**src/rtl/custom_insn_pkg.sv**
```systemverilog
// Shared types and widths for the custom-instruction scheduler.
package custom_insn_pkg;

    localparam int OP_W   = 64;
    localparam int ADDR_W = 32;
    localparam int BE_W   = 8;
    localparam int ID_W   = 3;   // requester id, N up to 8
    localparam int CNT_W  = 3;   // outstanding count, MAX_OUTST up to 7

    typedef struct packed {
        logic [OP_W-1:0]   c_in1;
        logic [OP_W-1:0]   c_in2;
        logic [ADDR_W-1:0] addr;
        logic [BE_W-1:0]   be;
    } cins_req_t;

    typedef struct packed {
        logic            vld;
        logic [ID_W-1:0] id;
    } cins_tag_t;

endpackage

```
**src/rtl/custom_insn_sched_rr_arbiter.sv**
```systemverilog
// Pointer-based round-robin arbiter: grants the first request at/after the
// pointer when enabled, then moves the pointer just past the winner.
module rr_arbiter #(
    parameter int N = 4,
    localparam int IDX_W = $clog2(N)
) (
    input  logic             clk,
    input  logic             rst_n,
    input  logic             en,
    input  logic [N-1:0]     req,
    output logic [N-1:0]     gnt,
    output logic             gnt_vld,
    output logic [IDX_W-1:0] gnt_idx
);

    logic [IDX_W-1:0] ptr_q, ptr_d;

    always_comb begin
        int idx;
        idx     = 0;
        gnt     = '0;
        gnt_vld = 1'b0;
        gnt_idx = '0;
        ptr_d   = ptr_q;
        if (en) begin
            for (int k = 0; k < N; k++) begin
                idx = int'(ptr_q) + k;
                if (idx >= N) idx = idx - N;
                if (!gnt_vld && req[idx]) begin
                    gnt[idx] = 1'b1;
                    gnt_vld  = 1'b1;
                    gnt_idx  = IDX_W'(idx);
                    ptr_d    = (idx == N - 1) ? '0 : IDX_W'(idx + 1);
                end
            end
        end
    end

    always_ff @(posedge clk or negedge rst_n) begin
        if (!rst_n) ptr_q <= '0;
        else        ptr_q <= ptr_d;
    end

endmodule

```
**src/rtl/custom_insn_sched.sv**
```systemverilog
// Shares one |a-b| custom-instruction unit among N requesters: round-robin grant,
// per-requester credit limit, tag pipe for response routing. Perf counters: CUSTOM_SCHED_PERF_EN.
module custom_insn_sched
    import custom_insn_pkg::*;
#(
    parameter int N         = 4,
    parameter int LAT       = 1,
    parameter int MAX_OUTST = 2
) (
    input  logic                clk,
    input  logic                rst_n,
    input  logic [N-1:0]        m_req_vld,
    output logic [N-1:0]        m_req_rdy,
    input  logic [N*OP_W-1:0]   m_c_in1,
    input  logic [N*OP_W-1:0]   m_c_in2,
    input  logic [N*ADDR_W-1:0] m_req_addr,
    input  logic [N*BE_W-1:0]   m_req_be,
    output logic [N-1:0]        m_rsp_vld,
    output logic [OP_W-1:0]     m_rsp_res,
    output logic [ADDR_W-1:0]   m_rsp_addr,
    output logic [BE_W-1:0]     m_rsp_be,
    output logic                u_req_vld,
    input  logic                u_req_rdy,
    output logic [OP_W-1:0]     u_c_in1,
    output logic [OP_W-1:0]     u_c_in2,
    output logic [ADDR_W-1:0]   u_req_addr,
    output logic [BE_W-1:0]     u_req_be,
    input  logic                u_rsp_vld,
    input  logic [OP_W-1:0]     u_rsp_res,
    input  logic [ADDR_W-1:0]   u_rsp_addr,
    input  logic [BE_W-1:0]     u_rsp_be,
    output logic                err
`ifdef CUSTOM_SCHED_PERF_EN
    ,
    output logic [N*16-1:0]     perf_grant_cnt,
    output logic [15:0]         perf_stall_cnt
`endif
);

    localparam int IDX_W = $clog2(N);

    logic [N-1:0]     elig, gnt, dec;
    logic             gnt_vld, issue_en, rsp_fire;
    logic [IDX_W-1:0] gnt_idx;
    cins_req_t        req_sel, issue_q;
    logic             u_req_vld_q;
    logic [ID_W-1:0]  issue_id_q;
    cins_tag_t        tag_q [LAT];
    cins_tag_t        tail;
    logic [CNT_W-1:0] cnt_q [N];
    logic [N-1:0]     rsp_vld_q;
    logic [OP_W-1:0]  rsp_res_q;
    logic [ADDR_W-1:0] rsp_addr_q;
    logic [BE_W-1:0]  rsp_be_q;
    logic             err_q;

    // A new grant may only land when the issue register is free or draining this cycle.
    assign issue_en = !u_req_vld_q || u_req_rdy;

    always_comb begin
        elig = '0;
        for (int i = 0; i < N; i++)
            elig[i] = m_req_vld[i] && (cnt_q[i] < CNT_W'(MAX_OUTST));
    end

    rr_arbiter #(.N(N)) u_arb (
        .clk     (clk),
        .rst_n   (rst_n),
        .en      (issue_en),
        .req     (elig),
        .gnt     (gnt),
        .gnt_vld (gnt_vld),
        .gnt_idx (gnt_idx)
    );

    assign m_req_rdy = gnt;

    always_comb begin
        req_sel = '0;
        for (int i = 0; i < N; i++) begin
            if (gnt[i]) begin
                req_sel.c_in1 = m_c_in1[i*OP_W +: OP_W];
                req_sel.c_in2 = m_c_in2[i*OP_W +: OP_W];
                req_sel.addr  = m_req_addr[i*ADDR_W +: ADDR_W];
                req_sel.be    = m_req_be[i*BE_W +: BE_W];
            end
        end
    end

    always_ff @(posedge clk or negedge rst_n) begin
        if (!rst_n) begin
            u_req_vld_q <= 1'b0;
            issue_q     <= '0;
            issue_id_q  <= '0;
        end else if (gnt_vld) begin
            u_req_vld_q <= 1'b1;
            issue_q     <= req_sel;
            issue_id_q  <= ID_W'(gnt_idx);
        end else if (u_req_rdy) begin
            u_req_vld_q <= 1'b0;
        end
    end

    assign u_req_vld  = u_req_vld_q;
    assign u_c_in1    = issue_q.c_in1;
    assign u_c_in2    = issue_q.c_in2;
    assign u_req_addr = issue_q.addr;
    assign u_req_be   = issue_q.be;

    // Tag pipe mirrors the unit's fixed latency; stalled cycles shift in bubbles.
    always_ff @(posedge clk or negedge rst_n) begin
        if (!rst_n) begin
            for (int k = 0; k < LAT; k++) tag_q[k] <= '0;
        end else begin
            tag_q[0].vld <= u_req_vld_q && u_req_rdy;
            tag_q[0].id  <= issue_id_q;
            for (int k = 1; k < LAT; k++) tag_q[k] <= tag_q[k-1];
        end
    end

    assign tail     = tag_q[LAT-1];
    assign rsp_fire = u_rsp_vld && tail.vld;

    always_comb begin
        dec = '0;
        for (int i = 0; i < N; i++)
            dec[i] = rsp_fire && (tail.id == ID_W'(i));
    end

    always_ff @(posedge clk or negedge rst_n) begin
        if (!rst_n) begin
            for (int i = 0; i < N; i++) cnt_q[i] <= '0;
        end else begin
            for (int i = 0; i < N; i++) begin
                if (gnt[i] && !dec[i])      cnt_q[i] <= cnt_q[i] + CNT_W'(1);
                else if (!gnt[i] && dec[i]) cnt_q[i] <= cnt_q[i] - CNT_W'(1);
            end
        end
    end

    always_ff @(posedge clk or negedge rst_n) begin
        if (!rst_n) begin
            rsp_vld_q  <= '0;
            rsp_res_q  <= '0;
            rsp_addr_q <= '0;
            rsp_be_q   <= '0;
            err_q      <= 1'b0;
        end else begin
            rsp_vld_q <= dec;
            if (rsp_fire) begin
                rsp_res_q  <= u_rsp_res;
                rsp_addr_q <= u_rsp_addr;
                rsp_be_q   <= u_rsp_be;
            end
            if (u_rsp_vld && !tail.vld) err_q <= 1'b1;
        end
    end

    assign m_rsp_vld  = rsp_vld_q;
    assign m_rsp_res  = rsp_res_q;
    assign m_rsp_addr = rsp_addr_q;
    assign m_rsp_be   = rsp_be_q;
    assign err        = err_q;

`ifdef CUSTOM_SCHED_PERF_EN
    logic [15:0] perf_gnt_q [N];
    logic [15:0] perf_stall_q;

    always_ff @(posedge clk or negedge rst_n) begin
        if (!rst_n) begin
            for (int i = 0; i < N; i++) perf_gnt_q[i] <= '0;
            perf_stall_q <= '0;
        end else begin
            for (int i = 0; i < N; i++)
                if (gnt[i]) perf_gnt_q[i] <= perf_gnt_q[i] + 16'd1;
            if ((|elig) && !u_req_rdy) perf_stall_q <= perf_stall_q + 16'd1;
        end
    end

    always_comb begin
        perf_grant_cnt = '0;
        for (int i = 0; i < N; i++) perf_grant_cnt[i*16 +: 16] = perf_gnt_q[i];
    end

    assign perf_stall_cnt = perf_stall_q;
`endif

endmodule

```
**config.mk**
```make
export PLATFORM = sky130hd
export DESIGN_NAME = custom_insn_sched
export DESIGN_NICKNAME = d
export VERILOG_FILES = /design/src/rtl/custom_insn_pkg.sv /design/src/rtl/custom_insn_sched_rr_arbiter.sv /design/src/rtl/custom_insn_sched.sv
export SDC_FILE = /design/constraint.sdc
export NUM_CORES = 1
export LEC_CHECK = 0
export BUFFER_PORTS_ARGS = -buffer_cell sky130_fd_sc_hd__buf_2
export CAP_MARGIN = 20
export CORE_AREA = 2 2 413 415
export DETAILED_ROUTE_END_ITERATION = 10
export DIE_AREA = 0 0 415 417
export SLEW_MARGIN = 20
export SYNTH_ARGS = -nofsm -noshare
export SYNTH_HDL_FRONTEND = slang
export SYNTH_HIERARCHICAL = 1
export SYNTH_SLANG_ARGS = --single-unit
```
**constraint.sdc**
```tcl
create_clock -name clk -period 9.63 [get_ports clk]
set_clock_uncertainty 0.1 [all_clocks]
set_input_delay 0.4815 -clock clk [delete_from_list [all_inputs] [get_ports clk]]
set_output_delay 0.4815 -clock clk [all_outputs]
set_load 0.005 [all_outputs]
```
Word-level counts from Yosys, hierarchy flattened
Index checks and enable logic that the tools add are counted.
{ "totals": {"regBits": 297, "inputBits": 784, "output_inout_bits": 282, "wordCells": 182} }
{ "classes": {"add_sub_neg": 19, "n_lt_le_gt_ge": 16, "eq_ne": 7, "muxes": 71, "bitwise": 3, "n_reduce_logical": 48} }
{ "ops": {"columns": ["operator", "n"], "rows": [
  ["$mux W168", 4],
  ["$mux W32", 8],
  ["$eq A32 B3 Y1 const B", 4],
  ["$ge A32 B1 Y1 const B", 4],
  ["$lt A32 B4 Y1 const B", 4],
  ["$ge A32 B4 Y1 const B", 3],
  ["$sub A32 B4 Y32 const B", 3],
  ["$mux W4", 8],
  ["$logic_and A1 B1 Y1", 26],
  ["$mux W2", 13],
  ["$mux W3", 8],
  ["$mux W1", 22],
  ["$logic_not A1 Y1", 13],
  ["$add A3 B1 Y3 const B", 4],
  ["$lt A3 B2 Y1 const B", 4],
  ["$or A4 B4 Y4", 3],
  ["$sub A3 B1 Y3 const B", 4],
  ["$reduce_bool A2 Y1", 5],
  ["$add A2 B2 Y2 const B", 4],
  ["$bmux W1 S2", 4],
  ["$demux W1 S2", 4],
  ["$add A2 B2 Y3 const B", 2],
  ["$eq A2 B2 Y1 const B", 2],
  ["$reduce_bool A4 Y1", 1],
  ["7 further kinds", 7]
]} }

Longest topological paths before layout
{ "logic_depth": {"ltp_word": 24, "mapped_depth": 17, "ltp_nobuf": 12} }

Cells and area by module
The synthesis kept the hierarchy.
{ "by_module_without_submodules": {"columns": ["mod", "instances", "cells_per_inst", "area_per_inst_um2", "seq_area_each_um2"], "rows": [
  ["custom_insn_sched", 1, 1623, 15610.0, 7382.1],
  ["rr_arbiter", 1, 75, 640.6, 50.0]
]} }

Worst setup path before layout
No wires, ideal clock.
{ "synth_timing": {"kind": "flip-flop to flip-flop", "start": "register u_arb.ptr_q[0]", "end": "register cnt_q[5] (netlist bit)", "setup_ns": 0.079, "arrival_time_ns": 3.823, "t_required_ns": 9.451, "path_slack_ns": 5.628, "path_stages_with_launch": 17, "n_path_buf": 4, "period_less_slack_ns": 4.002, "cell_sequence": "dfrtp_1 -> buf_6 -> clkbuf_1 -> inv_1 -> ha_1 -> buf_6 -> mux4_2 -> buf_2 -> nand3b_1 -> a21o_1 -> a21oi_1 -> ha_1 -> inv_1 -> fa_1 -> xor2_1 -> nor2_1 -> xor2_1"} }
{ "synth_between": {"elab_chain_len": 23, "word_cells_on_any_way": 79, "cone_classes": "add/sub: 7; order compare: 12; mux: 43; bitwise: 3; reduce/logical: 14"} }
{ "synth_rtl": {"columns": ["element", "line", "rtl"], "rows": [
  ["start: declaration", "custom_insn_sched_rr_arbiter.sv:16", "logic [IDX_W-1:0] ptr_q, ptr_d;"],
  ["start signal: assignment", "custom_insn_sched_rr_arbiter.sv:41", "else ptr_q <= ptr_d;"],
  ["branches (longest 18 deep; another with $sub A32 B4 Y32)", null, null],
  ["$mux W4 *", "custom_insn_sched_rr_arbiter.sv:29", "if (!gnt_vld && req[idx]) begin"],
  ["$mux W4 *", "custom_insn_sched_rr_arbiter.sv:25", "if (en) begin"],
  ["net m_req_rdy[2]", "custom_insn_sched.sv:13", "output logic [N-1:0] m_req_rdy,"],
  ["$logic_not A1 Y1", "custom_insn_sched.sv:136", "else if (!gnt[i] && dec[i]) cnt_q[i] <= cnt_q[i] - CNT_W'(1);"],
  ["$logic_and A1 B1 Y1", "custom_insn_sched.sv:136", null],
  ["$reduce_bool A2 Y1 (no line)", null, null],
  ["end signal: indexed assignment", "custom_insn_sched.sv:135", "if (gnt[i] && !dec[i]) cnt_q[i] <= cnt_q[i] + CNT_W'(1);"],
  ["end signal: indexed assignment", "custom_insn_sched.sv:136", null],
  ["end: declaration", "custom_insn_sched.sv:50", "logic [CNT_W-1:0] cnt_q [N];"]
]} }
Mark *: on every way through the listed nets, which the timed path passes. The select of a mux whose other input is x is not followed.
A chain may end at the register's enable or synchronous reset.

Final worst setup path
{ "layout_timing": {"start": "register u_arb.ptr_q[0]", "end": "register issue_q, in the netlist u_c_in1[62]"} }
{ "layout_between": {"elab_chain_len": 24, "word_cells_on_any_way": 80, "cone_classes": "add/sub: 7; order compare: 12; mux: 48; bitwise: 3; reduce/logical: 10"} }
{ "layout_rtl": {"columns": ["element", "line", "rtl"], "rows": [
  ["branches (longest 24 deep; another with $sub A32 B4 Y32)", null, null],
  ["end signal: assignment", "custom_insn_sched.sv:97", "issue_q <= req_sel;"],
  ["end: declaration", "custom_insn_sched.sv:45", "cins_req_t req_sel, issue_q;"]
]} }
Parallel ways; which one is timed is not known. The select of a mux whose other input is x is not followed.

==> flow_summary.ini <==
[sta]
rsz0062_at_grt = no
period_share_pct = 64.76
drv_slew = 0
worstMarginPinSlew_ns = 1.329
fmax_ghz = 0.1604
period_needed_ns = 6.236
final_hold_viol_count = 0
setup_viol = 0
timing.setup.tns_ns = 0
relSlewSlack_pct = 11.40

[finish]
fin_nets = 3786
area_growth_pct = 75.76
drive_gt1_share_pct = 42.12
utilization_pct = 16.95

[synthesis]
yosys-top-cells-count = 340 x nand3b_1, 297 x dfrtp_1, 177 x nand2_1, 172 x a21oi_1, 170 x a31oi_1
syn_avg_cell_area_um2 = 9.570
synthMostInstantiatedCell = nand3b_1
yosys.area_share.xor_xnor_pct = 0.6468
synth_cells = 1698
yosys-mux-area-fraction_pct = 8.308
synth_fa_ha_area_share_pct = 1.109
ys_ff_latch = 297
synth.distinct_cells = 44
syn_nets = 2494
syn_area_um2 = 16250
yosys.area.top_type_share_pct = 45.73
synth_compound_area_share_pct = 18.28
synth_top_family_by_area = simple AND/OR/NAND/NOR gates
yosysSeqAreaShare_pct = 45.73
yosys_warnings = 6
synthTopCellsByArea = dfrtp_1 46%, nand3b_1 16%, mux2_2 7.7%
synth_top_flop_cell = dfrtp_1
synth_edf_count = 0
synth-simple-area-share_pct = 20.90
synth_area_leader_cell = dfrtp_1
ys_async_sr_fraction_pct = 100.0

[routing]
vias = 20210
routedWlPerCell_um = 24.56
drc = 0
viasPerCell = 3.839
detail-route-antenna-nets = 0
drtIter0Drc = 1695
first_pass_iters = 6
routed_wl_mm = 129.3

[die]
fp.dieH_um = 417
start_util_pct = 9.643
rows = 151
io-pin-count = 1066
die-area_um2 = 173100
core-area_um2 = 168500
chipWidth_um = 415

[clock_network]
ctsHtreeMaxLevel = 2
cts_resized = 0
clk_path_buf_depth = 3
clock_latency_ns = 0.62
cts_tree = built
cts_hold_buf = 333
cts_root_buffer = clkbuf_16
numClockSinks = 297
post-cts-setup-buffers = 0
numCtsBuffers = 41
clk_pin_slew_worst_paths_ns = 0.06

[power]
p_leak_nw = 11.95
pwr_density_cell_nw_per_um2 = 386.3
vdd_drop_max_uv = 273.7

[placed_design]
io_buffers = 1065
dp_hpwl_mm = 103.5
gp_congestion = 0.9769

[setup_path]
crit_type = flip-flop to flip-flop
reg2regPathDepth = 11
start_kind = flip-flop
cpPeakStageDelay_ns = 0.95
cp_max_fo = 62
arrival_ns = 6.69
cp-end-kind = flip-flop
crit_path_top_delay_cell = nand2b_4
crit_required_ns = 10.09
crit_chain = inv_1 > ha_1 > mux4_2 > nor4b_4 > a22o_1 > o21a_4 > nand2b_4 > buf_4 > a21oi_1 > a31oi_1 > dlygate4sd3_1

[global_routing]
grt.overflow.total = 0
grt_usage_pct = 14.13
grt_max_degree = 220
grt_pass1_wl_mm = 169.4
grt_pass1_vias = 19990
antenna_found_initial = 45

[hold_path]
min_path_type = input port to flip-flop
worst_hold_path.num_cells = 3

[status]
status = finished clean

[flow_run]
maxCapViolCount = 0
-- routing by layer --
metal | share of wire, % | wire [µm] | vias up | global-route usage [%]
li1 | - | - | 8829 | -
met1 | 38 | 48930 | 10040 | 16.07
met2 | 46 | 59630 | 1134 | 22.50
met3 | 12 | 15910 | 199 | 7.006
met4 | 3.7 | 4782 | 6 | 5.654
met5 | 0.032 | 41 | - | 0
-- logic make-up (layout without fill, tap and decap cells) --
group | count (synthesis) | after routing
AND/OR/NAND/NOR | 543 | 543
XOR/XNOR | 12 | 12
adder cells (fa/ha/maj) | 12 | 12
AO/OA/AOI/OAI | 536 | 536
buffers and inverters | 182 | 1504
multiplexers | 116 | 116
other | 0 | 26
flip-flops | 297 | 297
-- final timing paths --
check,from,endpoint,slack [ns]
worst max register to register,u_arb/ptr_q[0]$_DFFE_PN0P_,u_c_in1[62]$_DFFE_PN0P_,3.39
worst max-delay path,u_arb/ptr_q[0]$_DFFE_PN0P_,u_c_in1[62]$_DFFE_PN0P_,3.39
worst min register to register,issue_id_q[0]$_DFFE_PN0P_,tag_q[0]$_DFF_PN0_,0.29
max in group asynchronous,rst_n,u_c_in2[63]$_DFFE_PN0P_,6.85
min in group asynchronous,rst_n,u_c_in1[48]$_DFFE_PN0P_,0.31
worst min-delay path,m_c_in1[69],u_c_in1[5]$_DFFE_PN0P_,0.05
-- cell type report --
type,instances,area (µm²)
inverter,14,52.55
fill,19100,140000
clock buffer,53,1111
timing repair buffer,1417,8841
antenna,26,65.06
sequential,297,7432
tap,2218,2775
multi-input combinational,1219,8040
clock inverter,20,245.2
-- where the power goes --
| group | internal [W] | total (W) | switching (W) | leakage, nW |
|---|---|---|---|---|
| Sequential | 0.00197 | 0.00239 | 0.000415 | 3.54 |
| Combinational | 0.00285 | 0.00704 | 0.00419 | 7.75 |
| Clock | 0.000905 | 0.00160 | 0.000698 | 0.659 |
-- worst max-delay path: cells and delay by family, from the launching register on --
| family | cells | cell delay [ns] |
|---|---|---|
| flops | 1 | 0.69 |
| fa+ha+maj | 1 | 0.47 |
| simple gates | 2 | 1.36 |
| buf+inv | 3 | 1.44 |
| compound gates | 4 | 1.22 |
| mux | 1 | 0.73 |
-- sequential cells by signal, indices dropped and copies added, names as in the netlist, 4 cells and up --
signal / count
m_rsp_be: 8
u_req_be: 8
m_rsp_res: 64
u_c_in1: 64
u_req_addr: 32
m_rsp_addr: 32
u_c_in2: 64
cnt_q: 12
m_rsp_vld: 4
-- metrics by stage --
step | hold WS (ns) | instances | total power, W | cell area [µm²] | setup WS [ns]
after floorplan | 0.08591 | 1698 | 0.005715 | 16250 | 5.628
after global placement | 0.2601 | 4832 | 0.008477 | 23810 | 4.092
after detailed placement | 0.2763 | 4832 | 0.008560 | 23810 | 3.957
after CTS | 0.00007561 | 5238 | 0.01114 | 28500 | 3.381
after global routing | 0.01929 | 5256 | 0.01187 | 28540 | 3.043
final | 0.04553 | 5264 | 0.01103 | 28560 | 3.394
-- layout by cell type, fill, tap and decap left out, types with 4 or more instances in the layout --
cell,instances
buf_4,17
clkbuf_8,4
nor3b_1,5
a21oi_1,171
a21o_1,4
dfrtp_1,297
a31oi_1,170
nor2_1,7
dlygate4sd3_1,333
clkbuf_1,8
ha_1,8
xor2_1,8
nand3b_1,340
clkinv_2,8
xnor2_1,4
inv_1,14
fa_1,4
clkbuf_16,41
mux2_2,111
diode_2,26
buf_2,1064
mux4_2,4
nand2_1,177
o21ai_0,169
No activity file was read; power rests on OpenSTA's default activity.
